--- src/rtl/edge_sched_pkg.sv ---
// rtl/edge_sched_pkg.sv - shared FSM states and round-robin helpers for edge_event_scheduler
package edge_sched_pkg;

   typedef enum logic {
      IDLE  = 1'b0,
      GRANT = 1'b1
   } state_t;

   // Upper bound on arbitration sources (16 channels, two banks each).
   localparam int MAX_SRC = 32;

   // First set request found by scanning ptr, ptr+1, ... wrapping at n.
   function automatic logic [4:0] rr_pick(input logic [31:0] req,
                                          input logic [4:0]  ptr,
                                          input logic [5:0]  n);
      logic [5:0] idx;
      logic [4:0] pick;
      logic       found;
      pick  = '0;
      found = 1'b0;
      for (int k = 0; k < MAX_SRC; k++) begin
         idx = {1'b0, ptr} + 6'(k);
         if (idx >= n) begin
            idx = idx - n;
         end
         if (!found && (6'(k) < n) && req[idx[4:0]]) begin
            pick  = idx[4:0];
            found = 1'b1;
         end
      end
      return pick;
   endfunction

   // Index following idx, wrapping to 0 at n.
   function automatic logic [4:0] rr_next(input logic [4:0] idx,
                                          input logic [5:0] n);
      logic [5:0] nxt;
      nxt = {1'b0, idx} + 6'd1;
      if (nxt >= n) begin
         nxt = 6'd0;
      end
      return 5'(nxt);
   endfunction

endpackage

--- src/rtl/edge_chan.sv ---
// rtl/edge_chan.sv - per-channel edge detect with pending/overflow latch (FALL_EDGE_EN adds a falling bank)
module edge_chan (
   input  logic clk,
   input  logic reset,
   input  logic level,
   input  logic take,
`ifdef FALL_EDGE_EN
   input  logic take_fall,
   output logic pending_fall,
`endif
   input  logic ovf_clear,
   output logic pending,
   output logic overflow
);

   logic r_lvl_q;
   logic r_pend;
   logic r_ovf;
   logic w_rise;
   logic w_ovf_set;

   assign w_rise    = level & ~r_lvl_q;
   // A rise that is consumed by the same-cycle take re-arms pending without counting as overflow.
   assign w_ovf_set = w_rise & r_pend & ~take;

   // Previous-level register used for edge detection.
   always_ff @(posedge clk) begin
      if (reset) begin
         r_lvl_q <= 1'b0;
      end else begin
         r_lvl_q <= level;
      end
   end

   // Rising-edge pending flag and sticky overflow; a new overflow beats ovf_clear.
   always_ff @(posedge clk) begin
      if (reset) begin
         r_pend <= 1'b0;
         r_ovf  <= 1'b0;
      end else begin
         if (take & w_rise) begin
            r_pend <= 1'b1;
         end else if (take) begin
            r_pend <= 1'b0;
         end else if (w_rise) begin
            r_pend <= 1'b1;
         end
         if (w_ovf_set) begin
            r_ovf <= 1'b1;
         end else if (ovf_clear) begin
            r_ovf <= 1'b0;
         end
      end
   end

`ifdef FALL_EDGE_EN
   logic r_pend_f;
   logic r_ovf_f;
   logic w_fall;
   logic w_ovf_set_f;

   assign w_fall      = ~level & r_lvl_q;
   assign w_ovf_set_f = w_fall & r_pend_f & ~take_fall;

   // Falling-edge bank, same priority rules as the rising bank.
   always_ff @(posedge clk) begin
      if (reset) begin
         r_pend_f <= 1'b0;
         r_ovf_f  <= 1'b0;
      end else begin
         if (take_fall & w_fall) begin
            r_pend_f <= 1'b1;
         end else if (take_fall) begin
            r_pend_f <= 1'b0;
         end else if (w_fall) begin
            r_pend_f <= 1'b1;
         end
         if (w_ovf_set_f) begin
            r_ovf_f <= 1'b1;
         end else if (ovf_clear) begin
            r_ovf_f <= 1'b0;
         end
      end
   end

   assign pending_fall = r_pend_f;
   assign overflow     = r_ovf | r_ovf_f;
`else
   assign overflow     = r_ovf;
`endif

   assign pending = r_pend;

endmodule

--- src/rtl/edge_event_scheduler.sv ---
// rtl/edge_event_scheduler.sv - round-robin hand-off of latched level edges to one consumer (FALL_EDGE_EN adds falling edges)
module edge_event_scheduler #(
   parameter int N   = 4,
   parameter int IDW = 2
) (
   input  logic           clk,
   input  logic           reset,
   input  logic [N-1:0]   level,
   output logic           event_valid,
   input  logic           event_ready,
   output logic [IDW-1:0] event_id,
`ifdef FALL_EDGE_EN
   output logic           event_fall,
`endif
   output logic [N-1:0]   pending,
   output logic [N-1:0]   overflow,
   input  logic           ovf_clear
);

   import edge_sched_pkg::*;

`ifdef FALL_EDGE_EN
   localparam logic [5:0] SRC_N = 6'(2 * N);
`else
   localparam logic [5:0] SRC_N = 6'(N);
`endif

   state_t         r_state;
   state_t         w_state_nxt;
   logic           w_load;
   logic           w_hs;
   logic [IDW-1:0] r_event_id;
   logic [IDW-1:0] r_rr_ptr;
   logic [N-1:0]   w_pend_r;
   logic [N-1:0]   w_ovf;
   logic [N-1:0]   w_take;
   logic [31:0]    w_req;
   logic [4:0]     w_ptr;
   logic [4:0]     w_pick;
   logic [IDW-1:0] w_pick_id;
   logic           w_any;

   assign w_hs = (r_state == GRANT) & event_ready;

`ifdef FALL_EDGE_EN
   logic [N-1:0] w_pend_f;
   logic [N-1:0] w_take_f;
   logic         r_event_fall;
   logic         w_pick_fall;

   // Interleave banks so each channel's rise is scanned just before its fall.
   always_comb begin
      w_req = '0;
      for (int i = 0; i < N; i++) begin
         w_req[2*i]   = w_pend_r[i];
         w_req[2*i+1] = w_pend_f[i];
      end
   end

   assign w_ptr       = 5'({r_rr_ptr, 1'b0});
   assign w_pick      = rr_pick(w_req, w_ptr, SRC_N);
   assign w_pick_id   = IDW'(w_pick >> 1);
   assign w_pick_fall = w_pick[0];
   assign event_fall  = r_event_fall;
`else
   // Only the rising bank participates in arbitration.
   always_comb begin
      w_req        = '0;
      w_req[N-1:0] = w_pend_r;
   end

   assign w_ptr     = 5'(r_rr_ptr);
   assign w_pick    = rr_pick(w_req, w_ptr, SRC_N);
   assign w_pick_id = IDW'(w_pick);
`endif

   assign w_any = |w_req;

   genvar gi;
   generate
      for (gi = 0; gi < N; gi++) begin : g_chan
`ifdef FALL_EDGE_EN
         assign w_take[gi]   = w_hs & (r_event_id == IDW'(gi)) & ~r_event_fall;
         assign w_take_f[gi] = w_hs & (r_event_id == IDW'(gi)) &  r_event_fall;
`else
         assign w_take[gi]   = w_hs & (r_event_id == IDW'(gi));
`endif
         edge_chan u_chan (
            .clk          (clk),
            .reset        (reset),
            .level        (level[gi]),
            .take         (w_take[gi]),
`ifdef FALL_EDGE_EN
            .take_fall    (w_take_f[gi]),
            .pending_fall (w_pend_f[gi]),
`endif
            .ovf_clear    (ovf_clear),
            .pending      (w_pend_r[gi]),
            .overflow     (w_ovf[gi])
         );
      end
   endgenerate

   // FSM state register.
   always_ff @(posedge clk) begin
      if (reset) begin
         r_state <= IDLE;
      end else begin
         r_state <= w_state_nxt;
      end
   end

   // Next state and valid: offer from IDLE when anything is pending, hold in GRANT until accepted.
   always_comb begin
      w_state_nxt = r_state;
      w_load      = 1'b0;
      event_valid = 1'b0;
      case (r_state)
         IDLE: begin
            if (w_any) begin
               w_state_nxt = GRANT;
               w_load      = 1'b1;
            end
         end
         GRANT: begin
            event_valid = 1'b1;
            if (event_ready) begin
               w_state_nxt = IDLE;
            end
         end
         default: begin
            w_state_nxt = IDLE;
         end
      endcase
   end

   // Offered id is captured on the IDLE decision; the pointer advances past it on acceptance.
   always_ff @(posedge clk) begin
      if (reset) begin
         r_event_id   <= '0;
         r_rr_ptr     <= '0;
`ifdef FALL_EDGE_EN
         r_event_fall <= 1'b0;
`endif
      end else begin
         if (w_load) begin
            r_event_id   <= w_pick_id;
`ifdef FALL_EDGE_EN
            r_event_fall <= w_pick_fall;
`endif
         end
         if (w_hs) begin
            r_rr_ptr <= IDW'(rr_next(5'(r_event_id), 6'(N)));
         end
      end
   end

   assign event_id = r_event_id;
   assign pending  = w_pend_r;
   assign overflow = w_ovf;

endmodule

--- config.mk ---
export PLATFORM = sky130hd
export DESIGN_NAME = edge_event_scheduler
export DESIGN_NICKNAME = d
export VERILOG_FILES = /design/src/rtl/edge_sched_pkg.sv /design/src/rtl/edge_chan.sv /design/src/rtl/edge_event_scheduler.sv
export SDC_FILE = /design/constraint.sdc
export NUM_CORES = 1
export LEC_CHECK = 0
export ABC_CLOCK_PERIOD_IN_PS = 4400
export BUFFER_PORTS_ARGS = -buffer_cell sky130_fd_sc_hd__clkbuf_2
export CAP_MARGIN = 20
export CORE_ASPECT_RATIO = 1.1
export CORE_MARGIN = 2
export CORE_UTILIZATION = 35
export CTS_BUF_LIST = sky130_fd_sc_hd__clkbuf_4 sky130_fd_sc_hd__clkbuf_8
export DETAILED_ROUTE_END_ITERATION = 7
export SLEW_MARGIN = 20
export SYNTH_ARGS = -nofsm -noshare
export SYNTH_HDL_FRONTEND = slang
export SYNTH_HIERARCHICAL = 1
export SYNTH_SLANG_ARGS = --single-unit
--- constraint.sdc ---
create_clock -name clk -period 4.4 [get_ports clk]
set_clock_uncertainty 0.2 [all_clocks]
set_input_delay 1.1 -clock clk [delete_from_list [all_inputs] [get_ports clk]]
set_output_delay 1.1 -clock clk [all_outputs]
set_load 0.05 [all_outputs]
* Word-level counts from Yosys, hierarchy flattened
Cells that the tools add are included.
** Word-level totals
- Output and inout bits :: 11
- Bits in registers :: 17
- Word-level logic and storage cells :: 123
- Bits of input ports :: 8
** Cells by class
- Equality and inequality tests :: 3
- Mux-type cells :: 42
- $add $sub $neg :: 8
- Reduce and logical (&&, ||, !) cells :: 16
- Bitwise operators :: 30
- $lt $le $gt $ge :: 9
** Operators with widths (count)
- $mux W1 :: 28
- $lt A5 B6 Y1 const B :: 4
- $and A1 B1 Y1 :: 21
- $bmux W1 S5 :: 4
- $mux W5 :: 4
- $ge A3 B3 Y1 const B :: 4
- $reduce_bool A3 Y1 :: 4
- $sub A3 B3 Y4 const B :: 3
- $mux W2 :: 5
- $not A1 Y1 :: 9
- $reduce_bool A2 Y1 :: 4
- $add A2 B1 Y3 const B :: 2
- $add A2 B2 Y3 const B :: 2
- $eq A2 B2 Y1 const B :: 2
- $reduce_or A4 Y1 :: 1
- $sub A2 B3 Y4 const B :: 1
- $ge A2 B3 Y1 const B :: 1
- $logic_and A1 B1 Y1 :: 3
- $logic_not A1 Y1 :: 3
- $eq A2 B1 Y1 const B :: 1
- $logic_not A2 Y1 :: 1
- $pmux W1 S2 :: 1

* Longest topological paths before layout
Gate-level depths: netlist of run 1.
- Depth in word-level cells :: 14
- Mapped depth :: 7
- Depth with buffers taken out :: 6

* Modules after synthesis
Netlist of run 1, hierarchy kept.
** Modules (own cells, without submodules)
- edge_event_scheduler :: cells an instance 65, area each 563.0 um2, seq. area each 100.1 um2, instances 1
- edge_chan :: cells an instance 10, area each 106.4 um2, seq. area each 60.1 um2, instances 4

* Least setup slack after synthesis of run 1
Ideal clock, no wire load.
- Path kind :: flip-flop to flip-flop
- Start point :: reg r_rr_ptr[0]
- End point :: reg r_event_id[0], in the netlist event_id[0]
- Arrival :: 1.804 ns
- Path buffers :: 1
- Library setup time :: 0.088 ns
- Stages on the path, launching flop included :: 8
- Slack :: 2.308 ns
- Cells stage by stage :: dfxtp_1 -> buf_6 -> inv_1 -> ha_1 -> inv_1 -> or3_1 -> a21o_1 -> a311oi_2
** On the way
- Cells in the longest elaborated chain, start to end :: 14
- Elaborated cells on any way between the ends :: 36
- Those cells by class :: 7 x add/sub; 4 x order compare; 19 x mux; 6 x reduce/logical
** Ends and longest elaborated chain
- start: declaration :: line edge_event_scheduler.sv:33 : logic [IDW-1:0] r_rr_ptr;
- start signal: assignment :: line edge_event_scheduler.sv:153 : r_rr_ptr <= IDW'(rr_next(5'(r_event_id), 6'(N)));
- parallel branches: the longest is 13 deep, another holds $sub A3 B3 Y4
- $mux W2 (*) :: line edge_sched_pkg.sv:26 : if (!found && (6'(k) < n) && req[idx[4:0]]) begin
- end signal: assignment :: line edge_event_scheduler.sv:147 : r_event_id <= w_pick_id;
- end: declaration :: line edge_event_scheduler.sv:32 : logic [IDW-1:0] r_event_id;
Every way passes the cells marked *. The select of a mux whose other input is x is not followed.
A chain may end at the register's enable or synchronous reset.

* Worst setup path after layout of run 1
- Start point :: reg r_state
- End point :: out event_valid
** On the way
- Cells in the longest elaborated chain, start to end :: 1
** Ends and longest elaborated chain
- start: declaration :: line edge_event_scheduler.sv:28 : state_t r_state;
- start signal: assignment :: line edge_event_scheduler.sv:109 : r_state <= w_state_nxt;
- $mux W1 :: line edge_event_scheduler.sv:118 : case (r_state)
- end: declaration :: line edge_event_scheduler.sv:9 : output logic event_valid,
No other way between the ends.

==> results.cfg, run 1 <==
[outcome]
status = finished clean

[timing]
whs_ns = 0.281
tns_ns = 0
slew_headroom_pct = 61.2
slew_viol_final = 0
timing.final.crit_share_pct = 56.3
fmax_mhz = 404
rsz0062_at_grt = false
worst_slew_pin_slew_ns = 0.577
hold_viol_final = 0
finalCriticalPeriod_ns = 2.48
setup_viol = 0

[cts]
cts_setup_buffers = 0
cts_root_buf = clkbuf_4
cts_buffers = 3
clk_pin_slew_ns = 0.10
clock-sinks = 17
clk_latency_ns = 0.29
cts_resized = 0
cts_tree = built
holdBufCountCts = 0
cts_max_level = 1
clock_path_buffers = 2

[critical_path]
r2r_slack_ns = 2.00
crit_slowest_cell = dfxtp_1
reg2reg_to = event_id[0]
crit_cells = 1
reg2reg_depth = 6
cp_max_fo = 12
end_kind = output pin
crit_family = flip-flops
crit_arrival_ns = 1.18
cp.required_ns = 3.10
crit_path_start_kind = register
r2r-start = r_rr_ptr[0]
critPathMaxStageDelay_ns = 0.54
crit_path_cell_trace = clkbuf_2
critical_path_class = register to output pin
crit_buf_inv = 1

[yosys]
synth_fp_nets = 121
synth_edf_count = 0
synth_fa_ha_area_share_pct = 10.1
synth_area_leader_cell = dfxtp_1
netlist.area_leader.share_pct = 34.4
synth_cell_types = 35
synth_simple_gate_area_share_pct = 29.6
synth_top_family_by_area = simple AND/OR/NAND/NOR gates
muxShareOfSynthArea_pct = 7.34
seq_area_frac_synth_pct = 34.4
synthCells = 105
ys_async_sr_fraction_pct = 0
synthTopCellsByArea = dfxtp_1, ha_1, nand2b_1, a21oi_1, mux2i_1
ys_top_cells_by_count = dfxtp_1, nand2b_1, a21oi_1, ha_1, nor2b_1
synth.most_common_cell = dfxtp_1
synth_warnings = 6
synth-xor-area-share_pct = 0
synth_compound_area_share_pct = 15.1
synth-seq-cells = 17
netlist_area_um2 = 988
syn_avg_cell_area_um2 = 9.41
ys.flop_type = dfxtp_1

[global_route]
grt-ovfl-total = 0
track_usage_pct = 13.3
antenna_found_initial = 0
grt_max_degree = 18
first_global_vias = 718
grt_pass1_wl_um = 3180

[floorplan]
io_pins = 19
dieArea_um2 = 3270
row_count = 20
fp.dieH_um = 59.7
start_util_pct = 36.2
core_area_um2 = 2730
die_x_um = 54.7

[cells_and_area]
nFillCells = 275
fin_nets = 142
diodes = 0
drive_above_1_share_pct = 22.4
area_growth_pct = 14.8

[place]
gp_congestion = 0.876
hpwl_um = 1510
port-buffer-count = 18

[pwr]
combPwrFrac_pct = 28.4
p_per_area_nw_per_um2 = 340
power.leakage_uw = 0.000478
vdd_drop_max_uv = 169
p_seq_share_pct = 48.4
clockPowerShare_pct = 23.1
p_sw_uw = 136
internal_power_uw = 250
netSwitchingFraction_pct = 35.3

[drt]
viasPerCell = 5.39
drc = 0
avgRoutedWirePerCell_um = 12.4
drt-total-wl_um = 1970
ant_nets = 0
first_iter_violations = 32
drtPass1Iterations = 4
vias = 851

[worst_hold_path]
hold_path_class = register to register
min-delay-start = g_chan[0].u_chan/overflow
holdPathStages = 2
hold_end = g_chan[0].u_chan/overflow

[job]
drv_cap = 0
-- worst min-delay path: stages, from the launching register on --
cell and delay [ns]:
dfxtp_1 0.32, nand2b_1 0.06, a21oi_1 0.06
-- layout make-up --
class	count	area, um2	share of cell area [%]
inverter	5	18.8	1.65
timing repair buffer	18	90.1	7.94
multi-input combinational	81	614	54.1
tap	33	41.3	3.64
sequential	17	340	30.0
clock buffer	4	30.0	2.65
-- cells by family (layout without fill, tap and decap cells) --
| group | after synthesis | after routing |
|---|---|---|
| flops | 17 | 17 |
| fa+ha+maj | 8 | 8 |
| simple gates | 45 | 45 |
| compound gates | 22 | 22 |
| mux | 6 | 6 |
| buf+inv | 7 | 27 |
-- sequential cells by signal, indices dropped and copies added (netlist names) --
register                cells
g_chan.u_chan/r_lvl_q       4
g_chan.u_chan/overflow      4
event_id                    2
g_chan.u_chan/pending       4
r_state                     1
r_rr_ptr                    2
-- layer usage --
metal  global-route usage (%)  routed length, um  vias up
li1                         -                  -      426
met1                     17.3                852      399
met2                     21.6               1010       24
met3                     1.50                 90        2
met4                     6.43                 16        0
met5                        0                  0        -
-- cell usage in the layout, fill, tap and decap left out, types with 2 or more instances in the layout --
| cell | instances |
|---|---|
| inv_1 | 5 |
| dfxtp_1 | 17 |
| mux2i_1 | 5 |
| and3_1 | 4 |
| nor2_1 | 5 |
| clkbuf_4 | 4 |
| nand4bb_1 | 4 |
| clkbuf_2 | 18 |
| nor2b_1 | 6 |
| ha_1 | 8 |
| nand2b_1 | 12 |
| nand2_1 | 2 |
| a211oi_1 | 3 |
| nor3_1 | 2 |
| a21oi_1 | 10 |
-- power groups by stage --
stage	sequential (uW)	combinational, uW	clock [uW]
after global routing	190	120	101
after detailed placement	191	110	0
after floorplan	211	61.9	0
after global placement	190	109	0
after CTS	187	111	94.2
final	187	110	89.4
-- per-stage QoR --
stage	cells	utilization (%)	setup WS [ns]	power, uW	area, um2
2_1_floorplan	105	-	2.31	273	988
3_3_place_gp	154	40.5	2.11	299	1100
3_5_place_dp	154	40.5	2.02	301	1100
4_1_cts	158	41.6	1.90	392	1130
5_1_grt	158	41.6	1.82	411	1130
6_report	158	41.6	1.92	386	1130
-- how the worst max path moves through the flow --
stage                 from     endpoint
2_1_floorplan  r_rr_ptr[0]  event_id[0]
3_3_place_gp   r_rr_ptr[0]  event_id[0]
3_5_place_dp   r_rr_ptr[0]  event_id[0]
4_1_cts            r_state  event_valid
5_1_grt        r_rr_ptr[0]  event_id[0]
6_report           r_state  event_valid
Note: power is estimated with default switching activity, not from simulation.
==> run 2, diff against run 1 <==
--- a/config.mk
+++ b/config.mk
@@ -5,7 +5,7 @@
 export SDC_FILE = /design/constraint.sdc
 export NUM_CORES = 1
 export LEC_CHECK = 0
-export ABC_CLOCK_PERIOD_IN_PS = 4400
+export ABC_CLOCK_PERIOD_IN_PS = 2300
 export BUFFER_PORTS_ARGS = -buffer_cell sky130_fd_sc_hd__clkbuf_2
 export CAP_MARGIN = 20
 export CORE_ASPECT_RATIO = 1.1
==> constraint.sdc (replaced) <==
create_clock -name clk -period 2.3 [get_ports clk]
set_clock_uncertainty 0.2 [all_clocks]
set_input_delay 0.575 -clock clk [delete_from_list [all_inputs] [get_ports clk]]
set_output_delay 0.575 -clock clk [all_outputs]
set_load 0.05 [all_outputs]
==> results.cfg, run 2 (same netlist as run 1, synthesis figures left out) <==
[cts]
cts_max_level = 1
clk_latency_ns = 0.28
clock_path_buffers = 2
clk_pin_slew_ns = 0.09
holdBufCountCts = 0
cts_tree = built
cts_resized = 0
cts_root_buf = clkbuf_4
clock-sinks = 17
cts_setup_buffers = 0
cts_buffers = 3

[critical_path]
critical_path_class = register to register
crit_path_end = event_id[0]
cp.required_ns = 2.30
end_kind = register
crit_arrival_ns = 2.15
reg2reg_to = event_id[0]
cp_max_fo = 7
r2r-start = r_rr_ptr[1]
r2r_slack_ns = 0.15
crit_path_start_kind = register
crit_path_start = r_rr_ptr[1]
reg2reg_depth = 6

[pwr]
power.leakage_uw = 0.000489
p_per_area_nw_per_um2 = 644
vdd_drop_max_uv = 415

[cells_and_area]
drive_above_1_share_pct = 23.6
finalCoreUtilization_pct = 42.2
diodes = 0
area_growth_pct = 16.3
mostFrequentLayoutCell = clkbuf_2
fin_nets = 144
final_cell_mix = clkbuf_2, dfxtp_1, nand2b_1

[timing]
worst_slew_pin_slew_ns = 0.567
tns_ns = 0
slew_headroom_pct = 61.8
slew_viol_final = 0
hold_viol_final = 0
timing.final.crit_share_pct = 93.4
rsz0062_at_grt = false
setup_viol = 0
fmax_mhz = 466
finalCriticalPeriod_ns = 2.15

[drt]
drt-total-wl_um = 2080
drtPass1Iterations = 4
drc = 0
viasPerCell = 5.27
avgRoutedWirePerCell_um = 13.0
ant_nets = 0
first_iter_violations = 12
vias = 843

[outcome]
status = finished clean

[global_route]
grt_max_degree = 18
track_usage_pct = 14.3
first_global_vias = 825
grt-ovfl-total = 0
antenna_found_initial = 0
grt_pass1_wl_um = 3390

[floorplan]
dieArea_um2 = 3270
fp.dieH_um = 59.7
row_count = 20
core_area_um2 = 2730
io_pins = 19
start_util_pct = 36.2
die_x_um = 54.7

[worst_hold_path]
hold_path_class = register to register

[place]
port-buffer-count = 18
hpwl_um = 1630
gp_congestion = 0.943

[job]
drv_cap = 0
[run 2: changes by cell type in the layout (fill, tap and decap cells not counted), sizes merged]
cell	change
buf	+2
[run 2: worst min-delay path by stage]
stage | cells after the start | startpoint | to | slack [ns]
after floorplan | 2 | g_chan[0].u_chan/r_lvl_q | g_chan[0].u_chan/pending | 0.27
after global placement | 2 | g_chan[0].u_chan/overflow | g_chan[0].u_chan/overflow | 0.26
after detailed placement | 2 | g_chan[0].u_chan/overflow | g_chan[0].u_chan/overflow | 0.27
after CTS | 2 | g_chan[0].u_chan/overflow | g_chan[0].u_chan/overflow | 0.28
after global routing | 2 | g_chan[0].u_chan/overflow | g_chan[0].u_chan/overflow | 0.31
final | 2 | g_chan[0].u_chan/overflow | g_chan[0].u_chan/overflow | 0.27
[run 2: final cells by class]
| type | instances | area, um2 |
|---|---|---|
| clock buffer | 4 | 30.0 |
| tap | 33 | 41.3 |
| timing repair buffer | 20 | 105 |
| inverter | 5 | 18.8 |
| sequential | 17 | 340 |
| fill | 271 | 1580 |
| multi-input combinational | 81 | 614 |
[run 2: per-layer routing]
layer  wire, um  global-route usage [%]  vias up
li1           -                       -      425
met1        938                    17.4      395
met2       1020                    23.6       17
met3         67                    2.25        6
met4         55                    7.86        0
met5          0                       0        -
[run 2: where the power goes]
part           total (uW)  switching, uW  internal (uW)
clock network         166           86.8           79.0
registers             350           33.2            317
logic                 225            140           85.0
total                 741            260            481
[run 2: through the flow]
step	instance area [um2]	worst slack [ns]	cells	hold slack (ns)	power [uW]
2_1_floorplan	988	0.208	105	0.272	523
3_3_place_gp	1120	0.251	156	0.257	577
3_5_place_dp	1120	0.189	156	0.270	582
4_1_cts	1150	0.158	160	0.283	751
5_1_grt	1150	0.0208	160	0.312	789
6_report	1150	0.152	160	0.274	741
[run 2: worst max-delay path, stage by stage (launching register included)]
cell	delay (ns)
dfxtp_1	0.45
inv_1	0.12
ha_1	0.36
inv_1	0.08
or3_1	0.43
a21o_1	0.21
a311oi_2	0.22
==> run 3, diff against run 2 <==
--- a/config.mk
+++ b/config.mk
@@ -6,13 +6,14 @@
 export NUM_CORES = 1
 export LEC_CHECK = 0
 export ABC_CLOCK_PERIOD_IN_PS = 2300
-export BUFFER_PORTS_ARGS = -buffer_cell sky130_fd_sc_hd__clkbuf_2
+export BUFFER_PORTS_ARGS = -buffer_cell sky130_fd_sc_hd__buf_2
 export CAP_MARGIN = 20
 export CORE_ASPECT_RATIO = 1.1
 export CORE_MARGIN = 2
 export CORE_UTILIZATION = 35
 export CTS_BUF_LIST = sky130_fd_sc_hd__clkbuf_4 sky130_fd_sc_hd__clkbuf_8
 export DETAILED_ROUTE_END_ITERATION = 7
+export SETUP_SLACK_MARGIN = 0.2
 export SLEW_MARGIN = 20
 export SYNTH_ARGS = -nofsm -noshare
 export SYNTH_HDL_FRONTEND = slang
==> constraint.sdc (replaced) <==
create_clock -name clk -period 2.3 [get_ports clk]
set_clock_uncertainty 0.2 [all_clocks]
set_input_delay 0.345 -clock clk [delete_from_list [all_inputs] [get_ports clk]]
set_output_delay 0.345 -clock clk [all_outputs]
set_load 0.05 [all_outputs]
==> results.cfg, run 3 (same netlist as run 1, synthesis figures left out) <==
[outcome]
status = finished clean

[drt]
drtPass1Iterations = 4
avgRoutedWirePerCell_um = 13.2
drc = 0
first_iter_violations = 13
drt-total-wl_um = 2110
vias = 848
ant_nets = 0
viasPerCell = 5.30

[global_route]
track_usage_pct = 14.8
grt-ovfl-total = 0
antenna_found_initial = 0
grt_pass1_wl_um = 3550
grt_max_degree = 18
first_global_vias = 830

[critical_path]
cp_max_fo = 7
worst_path_most_repeated_cell = inv_1
end_kind = register
critical_path_class = register to register
critPathMaxStageDelay_ns = 0.41
crit_path_cell_trace = inv_1, ha_1, inv_1, or3_4, a21o_1, a311oi_2
reg2reg_to = event_id[0]
reg2reg_depth = 6
crit_arrival_ns = 2.01
r2r_slack_ns = 0.30
crit_path_start_kind = register
crit_buf_inv = 2
crit_family = compound AO/OA/AOI/OAI gates
cp.required_ns = 2.31
crit_slowest_cell = or3_4
r2r-start = r_rr_ptr[1]
crit_cells = 6

[cells_and_area]
diodes = 0
final_cell_mix = buf_2, dfxtp_1, nand2b_1
mostFrequentLayoutCell = buf_2
fin_nets = 144
area_growth_pct = 17.8
drive_above_1_share_pct = 26.8
nFillCells = 282
finalCoreUtilization_pct = 42.7

[cts]
clk_pin_slew_ns = 0.09
cts_setup_buffers = 0
cts_max_level = 1
cts_tree = built
cts_buffers = 3
clock-sinks = 17
cts_resized = 2
holdBufCountCts = 0
cts_root_buf = clkbuf_4
clock_path_buffers = 2
clk_latency_ns = 0.29

[timing]
fmax_mhz = 499
tns_ns = 0
rsz0062_at_grt = false
timing.final.crit_share_pct = 87.1
hold_viol_final = 0
slew_viol_final = 0
setup_viol = 0
worst_slew_pin_slew_ns = 0.565
slew_headroom_pct = 62.0
finalCriticalPeriod_ns = 2.00

[worst_hold_path]
hold_path_class = input port to register
hold_end = g_chan[1].u_chan/r_lvl_q
holdPathStages = 2
min-delay-start = level[1]

[pwr]
vdd_drop_max_uv = 357
power.leakage_uw = 0.000496
p_per_area_nw_per_um2 = 641

[floorplan]
die_x_um = 54.7
fp.dieH_um = 59.7
start_util_pct = 36.2
core_area_um2 = 2730
dieArea_um2 = 3270
io_pins = 19
row_count = 20

[place]
gp_congestion = 0.928
port-buffer-count = 18
hpwl_um = 1620

[job]
drv_cap = 0
-- run 3: cell count changes in the layout (fill, tap and decap cells not counted) --
cell	delta
buf_2	+18
clkbuf_2	-18
dfxtp_1	-2
dfxtp_4	+2
nor2b_1	-1
nor2b_2	+1
or3_1	-1
or3_4	+1
-- run 3: layout make-up --
class	instances	area (um2)	share of cell area (%)
Multi-Input combinational cell	81	622	53.4
Sequential cell	17	348	29.9
Timing Repair Buffer	20	105	9.02
Tap cell	33	41.3	3.54
Clock buffer	4	30.0	2.58
Inverter	5	18.8	1.61
-- run 3: how the worst max path moves through the flow --
| stage | from | to |
|---|---|---|
| 2_1_floorplan | r_rr_ptr[0] | event_id[0] |
| 3_3_place_gp | r_rr_ptr[0] | event_id[1] |
| 3_5_place_dp | r_rr_ptr[1] | event_id[0] |
| 4_1_cts | r_rr_ptr[1] | event_id[0] |
| 5_1_grt | r_rr_ptr[1] | event_id[0] |
| 6_report | r_rr_ptr[1] | event_id[0] |
-- run 3: through the flow --
step / hold WS [ns] / total power, uW / instance area (um2) / cells / worst slack, ns
after floorplan: 0.214 / 523 / 988 / 105 / 0.208
after global placement: 0.254 / 578 / 1120 / 156 / 0.247
after CTS: 0.0880 / 753 / 1150 / 160 / 0.240
after global routing: 0.0845 / 793 / 1160 / 160 / 0.207
final: 0.0952 / 746 / 1160 / 160 / 0.296
after detailed placement: 0.266 / 583 / 1120 / 156 / 0.182
-- run 3: power by group --
group | internal, uW | switching (uW)
clock | 79.3 | 89.0
sequential | 317 | 33.1
combinational | 87.3 | 141
total | 484 | 263
-- run 3: per-layer routing --
layer / GRT usage, % / share of wire (%)
met1: 18.2 / 46
met2: 25.0 / 49
met3: 2.25 / 2.6
met4: 6.43 / 2.4
met5: 0 / 0
